## src/rtl/mnist_result_argmax.sv

```systemverilog
// Result stage of the MNIST systolic-array wrapper: streamed argmax with one-hot, 7-seg and ready outputs.
// Optional runner-up tracking and score margin output enabled by defining ARGMAX_MARGIN_EN.
module mnist_result_argmax #(
    parameter int DATA_WIDTH  = 16,
    parameter int NUM_CLASSES = 10,
    parameter int IDX_W       = 4
) (
    input  logic                         clk,
    input  logic                         reset,
    input  logic                         start_comp,
    input  logic                         score_valid,
    input  logic signed [DATA_WIDTH-1:0] score_data,
    input  logic                         score_last,
    output logic                         ready,
    output logic [NUM_CLASSES-1:0]       classes,
    output logic [7:0]                   hex_connect,
    output logic signed [DATA_WIDTH-1:0] max_score,
    output logic                         err,
    output logic signed [DATA_WIDTH-1:0] margin
);

    typedef enum logic [1:0] {
        S_IDLE = 2'd0,
        S_ACC  = 2'd1,
        S_DONE = 2'd2
    } state_t;

    localparam logic signed [DATA_WIDTH-1:0] MOST_NEG = {1'b1, {(DATA_WIDTH-1){1'b0}}};
    localparam logic [IDX_W-1:0]             LAST_IDX = IDX_W'(NUM_CLASSES - 1);

    state_t                         r_state;
    state_t                         w_state_nxt;
    logic                           r_start_q;
    logic [IDX_W-1:0]               r_index;
    logic signed [DATA_WIDTH-1:0]   r_best;
    logic [IDX_W-1:0]               r_best_idx;
    logic [NUM_CLASSES-1:0]         r_classes;
    logic [7:0]                     r_hex;
    logic signed [DATA_WIDTH-1:0]   r_max_score;
    logic                           r_err;

    logic                           w_start;
    logic                           w_take;
    logic                           w_replace;
    logic                           w_at_end;
    logic                           w_finish;
    logic                           w_err_nxt;
    logic signed [DATA_WIDTH-1:0]   w_fin_best;
    logic [IDX_W-1:0]               w_fin_idx;

    function automatic logic [7:0] f_seg(input logic [IDX_W-1:0] idx);
        case (int'(idx))
            0:       f_seg = 8'hC0;
            1:       f_seg = 8'hF9;
            2:       f_seg = 8'hA4;
            3:       f_seg = 8'hB0;
            4:       f_seg = 8'h99;
            5:       f_seg = 8'h92;
            6:       f_seg = 8'h82;
            7:       f_seg = 8'hF8;
            8:       f_seg = 8'h80;
            9:       f_seg = 8'h90;
            default: f_seg = 8'hFF;
        endcase
    endfunction

    // Falling edge of start_comp only: a start held low arms exactly once.
    assign w_start    = ~start_comp & r_start_q;
    assign w_take     = (r_state == S_ACC) & score_valid & ~w_start;
    assign w_replace  = w_take & (score_data > r_best);
    assign w_at_end   = (r_index == LAST_IDX);
    assign w_finish   = w_take & (score_last | w_at_end);
    assign w_err_nxt  = ~(score_last & w_at_end);
    assign w_fin_best = w_replace ? score_data : r_best;
    assign w_fin_idx  = w_replace ? r_index : r_best_idx;

    always_ff @(posedge clk) begin
        if (reset) r_state <= S_IDLE;
        else       r_state <= w_state_nxt;
    end

    always_comb begin
        w_state_nxt = r_state;
        case (r_state)
            S_IDLE:  if (w_start) w_state_nxt = S_ACC;
            S_ACC: begin
                if (w_start)       w_state_nxt = S_ACC;
                else if (w_finish) w_state_nxt = S_DONE;
            end
            S_DONE:  if (w_start) w_state_nxt = S_ACC;
            default: w_state_nxt = S_IDLE;
        endcase
    end

    always_ff @(posedge clk) begin
        if (reset) begin
            r_start_q   <= 1'b1;
            r_index     <= '0;
            r_best      <= MOST_NEG;
            r_best_idx  <= '0;
            r_classes   <= '0;
            r_hex       <= 8'hFF;
            r_max_score <= '0;
            r_err       <= 1'b0;
        end else begin
            r_start_q <= start_comp;
            if (w_start) begin
                r_index    <= '0;
                r_best     <= MOST_NEG;
                r_best_idx <= '0;
            end else if (w_take) begin
                r_index    <= r_index + IDX_W'(1);
                r_best     <= w_fin_best;
                r_best_idx <= w_fin_idx;
                if (w_finish) begin
                    r_classes   <= NUM_CLASSES'(1) << w_fin_idx;
                    r_hex       <= w_err_nxt ? 8'h86 : f_seg(w_fin_idx);
                    r_max_score <= w_fin_best;
                    r_err       <= w_err_nxt;
                end
            end
        end
    end

`ifdef ARGMAX_MARGIN_EN
    localparam logic signed [DATA_WIDTH:0] MAX_POS = {2'b00, {(DATA_WIDTH-1){1'b1}}};

    logic signed [DATA_WIDTH-1:0] r_second;
    logic signed [DATA_WIDTH-1:0] r_margin;
    logic signed [DATA_WIDTH-1:0] w_fin_second;
    logic signed [DATA_WIDTH:0]   w_diff;

    // A displaced best becomes the runner-up; ties with the best land here too.
    always_comb begin
        w_fin_second = r_second;
        if (w_replace)
            w_fin_second = r_best;
        else if (w_take && (score_data > r_second))
            w_fin_second = score_data;
    end

    assign w_diff = {w_fin_best[DATA_WIDTH-1], w_fin_best} - {w_fin_second[DATA_WIDTH-1], w_fin_second};

    always_ff @(posedge clk) begin
        if (reset) begin
            r_second <= MOST_NEG;
            r_margin <= '0;
        end else if (w_start) begin
            r_second <= MOST_NEG;
        end else if (w_take) begin
            r_second <= w_fin_second;
            if (w_finish)
                r_margin <= (w_diff > MAX_POS) ? MAX_POS[DATA_WIDTH-1:0] : w_diff[DATA_WIDTH-1:0];
        end
    end

    assign margin = r_margin;
`else
    assign margin = '0;
`endif

    assign ready       = (r_state == S_DONE);
    assign classes     = r_classes;
    assign hex_connect = r_hex;
    assign max_score   = r_max_score;
    assign err         = r_err;

endmodule

```

## config.mk

```make
export PLATFORM = sky130hd
export DESIGN_NAME = mnist_result_argmax
export DESIGN_NICKNAME = d
export VERILOG_FILES = /design/src/rtl/mnist_result_argmax.sv
export SDC_FILE = /design/constraint.sdc
export NUM_CORES = 1
export LEC_CHECK = 0
export CAP_MARGIN = 20
export CORE_ASPECT_RATIO = 2
export CORE_MARGIN = 4
export CORE_UTILIZATION = 40
export DETAILED_ROUTE_END_ITERATION = 10
export PLACE_DENSITY_LB_ADDON = 0.2
export SLEW_MARGIN = 20
export SYNTH_ARGS = -nofsm -noshare
export SYNTH_HDL_FRONTEND = slang
export SYNTH_SLANG_ARGS = --single-unit
```

## constraint.sdc

```tcl
create_clock -name clk -period 4.1 [get_ports clk]
set_input_delay 1.025 -clock clk [delete_from_list [all_inputs] [get_ports clk]]
set_output_delay 1.025 -clock clk [all_outputs]
set_load 0.01 [all_outputs]
```

# Word-level counts from Yosys, hierarchy flattened
# Memory sizes are Yosys's and may differ from the RTL's.
# Index checks and enable logic that the tools add are counted.
# W data, S select, Z words.
[word_totals] regBits=62 romBits=112 input_bits=21 elab_cells=40 memories=1
[op_classes] n_addsub=1 magnitude_cmp=1 eq_ne=5 shift=1 n_mux=7 bitwise=10 n_reduce_logical=5
[memory_table] memory="(no name shown)" depth=16 width=7 read_ports=1 rd_clocked_by_memory_dff=0 write_ports=0 line="52" source="case (int'(idx))"
[ops] op="$gt A16 B16 Y1" n=1
[ops] op="$mux W16" n=1
[ops] op="$shl A1 B4 Y10 const A" n=1
[ops] op="$mux W8" n=1
[ops] op="$and A1 B1 Y1" n=6
[ops] op="$mux W2" n=3
[ops] op="$add A4 B1 Y4 const B" n=1
[ops] op="$eq A4 B4 Y1 const B" n=1
[ops] op="$mux W4" n=1
[ops] op="$pmux W2 S2" n=1
[ops] op="$reduce_or A2 Y1" n=2
[ops] op="$ne A3 B3 Y1 const B" n=1
[ops] op="$not A1 Y1" n=3
[ops] op="$reduce_and A3 Y1" n=1
[ops] op="$eq A2 B1 Y1 const B" n=1
[ops] op="$eq A2 B2 Y1 const B" n=1
[ops] op="$logic_not A2 Y1" n=1
[ops] op="$ne A2 B1 Y1 const B" n=1
[ops] op="$reduce_and A2 Y1" n=1
[ops] op="$or A1 B1 Y1" n=1

# Logic depth before layout (Yosys ltp)
# Gate-level depths: netlist (run 1).
[depth] ltp_word=8 ltp_mapped=14 ltp_nobuf=12

# Worst setup path before layout (run 1)
# Ideal clock, no wire load.
[synth_path] path_kind="input to register" start="input port score_data[15]" end="register r_hex[5], in the netlist hex_connect[5]" arrival_time_ns=3.468 setup_slack_ns=0.510 path_stages=13 n_path_buf=2 cell_sequence="ha_1 > nand4_1 > or2_1 > o31a_1 > o21ai_0 > buf_2 > nor2_2 > buf_2 > a21oi_1 > inv_1 > ha_1 > o21bai_1 > a221o_1"
[synth_between] elab_chain_cells=5
[synth_rtl] item="from (decl)" line="12" source="input logic signed [DATA_WIDTH-1:0] score_data,"
[synth_rtl] item="$gt A16 B16 Y1" line="70" source="assign w_replace = w_take & (score_data > r_best);"
[synth_rtl] item="$and A1 B1 Y1" line="70"
[synth_rtl] item="$mux W4" line="75" source="assign w_fin_idx = w_replace ? r_index : r_best_idx;"
[synth_rtl] item="named net w_fin_idx[0]" line="49" source="logic [IDX_W-1:0] w_fin_idx;"
[synth_rtl] item="$mem_v2 Z16 W7"
[synth_rtl] item="$mux W8" line="117" source="r_hex <= w_err_nxt ? 8'h86 : f_seg(w_fin_idx);"
[synth_rtl] item="to (signal assigned)" line="117"
[synth_rtl] item="to (decl)" line="38" source="logic [7:0] r_hex;"
# The timed path passes the listed nets, and every way through them passes these cells.
# A chain may end at the register's enable or synchronous reset.

# Worst setup path after layout (run 1)
[layout_path] start="input port score_data[7]" end="register r_hex[3], in the netlist hex_connect[3]"
[layout_between] elab_chain_cells=5
[layout_rtl] item="$gt A16 B16 Y1" line="70"
[layout_rtl] item="$and A1 B1 Y1" line="70"
[layout_rtl] item="$mux W4" line="75"
[layout_rtl] item="$mem_v2 Z16 W7"
[layout_rtl] item="$mux W8" line="117"
# No other way between the ends.

==> results of run 1 <==
## synth_stat cells (all sizes together), types with 3 or more instances
cell type,number,area share [%]
a31oi,3,0.58
a21oi,54,8.4
ha,22,8.5
nor3,8,1.6
buf,24,5.2
nand3b,3,0.70
inv,22,2.6
a211oi,20,4.6
nand4,8,1.5
or2,3,0.58
a211o,3,0.81
o21ai,12,1.9
nor2b,5,0.97
nand2,16,1.9
o211ai,4,0.93
nand2b,3,0.58
a21o,4,0.93
or4,3,0.70
mux2i,3,0.93
clkbuf,19,2.2
a311oi,5,1.5
dfxtp,61,38
nand3,3,0.46
nor2,54,6.4
## registers in the layout, indices dropped and copies added, names as in the netlist
register and count:
max_score 16, r_best 16, classes 10, hex_connect 7, r_best_idx 4, r_index 4, r_state 2, err 1
r_start_q 1
## cell type report
type / count / area (µm²)
Fill cell: 775 / 3714
Multi-Input combinational cell: 280 / 1743
Sequential cell: 61 / 1221
Timing Repair Buffer: 72 / 678.2
Clock buffer: 12 / 256.5
Tap cell: 96 / 120.1
Inverter: 22 / 82.58
Clock inverter: 4 / 70.07
## power by group
group	switching (mW)	internal, mW	total [mW]
clock network	0.260	0.562	0.822
registers	0.00769	0.607	0.614
logic	0.0861	0.0692	0.155
## cell families after synthesis
kind of cell             synth area share, %
AO/OA/AOI/OAI                          24.32
adder cells (fa/ha/maj)                8.520
AND/OR/NAND/NOR                        17.39
XOR/XNOR                              0.8135
buffers and inverters                  9.992
other                                 0.2325
flip-flops                             37.80
multiplexers                          0.9295
## worst paths after layout
path | end | depth (start not counted)
max | hex_connect[3] | 11
min | classes[7] | 2
max reg2reg | hex_connect[3] | 11
min reg2reg | classes[7] | 2
## through the flow
| stage | instances | instance area (µm²) |
|---|---|---|
| after CTS | 547 | 4172 |
| after floorplan | 406 | 3287 |
| final | 547 | 4172 |
| after global placement | 531 | 3845 |
| after detailed placement | 531 | 3845 |
| after global routing | 547 | 4172 |
## worst min-delay path: cells and delay by family, from the launching register on
family          cells  cell delay, ps
compound gates      1              50
flops               1             300
simple gates        1              50
## per-layer routing
| metal | global-route usage (%) | routed length (µm) |
|---|---|---|
| met5 | 0 | 0 |
| met4 | 12.76 | 483 |
| met3 | 4.247 | 352 |
| met2 | 35.35 | 4795 |
| met1 | 18.45 | 3048 |
==> reports/results.txt, run 1 <==
Cts hold-fix bufs: 0
Vias: 2948
Global-route wire length before repair: 14280 µm
Post-synth ARST share: 0%
Final worst-path cycle share: 91.40%
Slew Viols, Final: 0
CTS tree: built
Core box area: 0.007885 mm²
Vias in the first global route: 2971
Final HPWL from detailed placement: 6594 µm
Commonest non-fill, non-tap cell in the layout: dfxtp_1
Max Fanout on Critical Path: 9
Critical path's top delay family: compound AO/OA/AOI/OAI gates
Initial Utilization: 40.97%
Hold path startpoint: classes[7]
Status: complete, no violations
Die Span X: 71.55 µm
Clock Pin Slew Worst Setup and Hold Paths: 50 ps
Post-CTS Resized: 0
Initial antenna violation count: 0
Netlist Area Pre-Place: 0.003231 mm²
Synth cell types: 55
CP arrival: 4010 ps
Rows: 46
Antenna-violating nets left: 0
Worst setup margin: 352.5 ps
Antenna Diode Count: 0
Sequential element share of the synthesized area: 37.80%
P_leak: 1.560 nW
Most frequent cells in the layout: dfxtp_1, clkdlybuf4s50_1, a21oi_1
Iter 0 DRT Violations: 152
VDD IR max: 273.4 µV
Crit. Startpoint: score_data[7]
Routability congestion estimate: 0.8652
Crit path capture type: flip-flop
DRT Pass-1 Iters: 4
Post-synth EDFFs: 0
Fin util: 52.90%
Main synth FF type: dfxtp_1
Worst r2r src: r_best[7]
Pre-CTS setup slack: 69.35 ps
# Post-CTS Setup Buffers: 0
Setup TNS: 0 ps
GR Overflow Total: 0
Largest net degree at the start of global routing: 41
Via-to-Cell Ratio: 5.389
Maxcap violations: 0
Worst slew pin tran: 1045 ps
Total number of H-tree levels: 3
Register-to-register setup slack: 1140 ps
Final Hold Fails: 0
Min Hold Slack: 449.8 ps
Syn Area/Cell: 8.262 µm²
DRC Markers: 0
Max incr delay on CP: 560 ps
Peak Freq: 266.8 MHz
Critical-path cell list: clkdlybuf4s50_1 > ha_1 > a21oi_1 > o21ai_0 > a21oi_1 > o21a_1 > nand2_1 > o21ai_0 > ha_1 > a211o_1 > nand3_1
Sink Count: 61
Bufs on Longest Clock Path: 2
Tot GR Track Use: 19.23%
Die Y: 135.1 µm
Headroom to the max-slew limit: 29.87%
Synth warnings: 0
Clock skew: 9.025 ps
Total power: 1.592 mW
IO buf count: 55
RSZ-0062 raised after global routing: no
Layout cells sized above 1: 9.534%
Routed Wire Length: 8679 µm
Cells after Synth: 391
WL per Instance: 15.87 µm
Cell Pwr Density: 381.5 mW/mm²
CP Launch Type: input pin
Critical path required time: 4360 ps
Cts bufs inserted: 9
Area Overhead vs Synth: 29.12%
Number of buffers and inverters on the critical path: 1
IO Pins: 73
Worst path slowest cell: o21ai_0
Hold Path Class: reg2reg
Crit path kind: in2reg
Min cycle time layout: 3748 ps
Synth Register Bits: 61
Final setup fails: 0
Clk_lat worst skew: 330 ps
Die ar.: 0.009665 mm²
Nets: 489
Clock root cell: clkbuf_16
Power figures use the tool's default switching activity.
==> run 2, diff against run 1 <==
--- a/config.mk
+++ b/config.mk
@@ -9,6 +9,7 @@
 export CORE_ASPECT_RATIO = 2
 export CORE_MARGIN = 4
 export CORE_UTILIZATION = 40
+export CTS_CLUSTER_DIAMETER = 30
 export DETAILED_ROUTE_END_ITERATION = 10
 export PLACE_DENSITY_LB_ADDON = 0.2
 export SLEW_MARGIN = 20
==> results of run 2 <==
No change in the layout: final DEF, timing and power equal those of run 1.
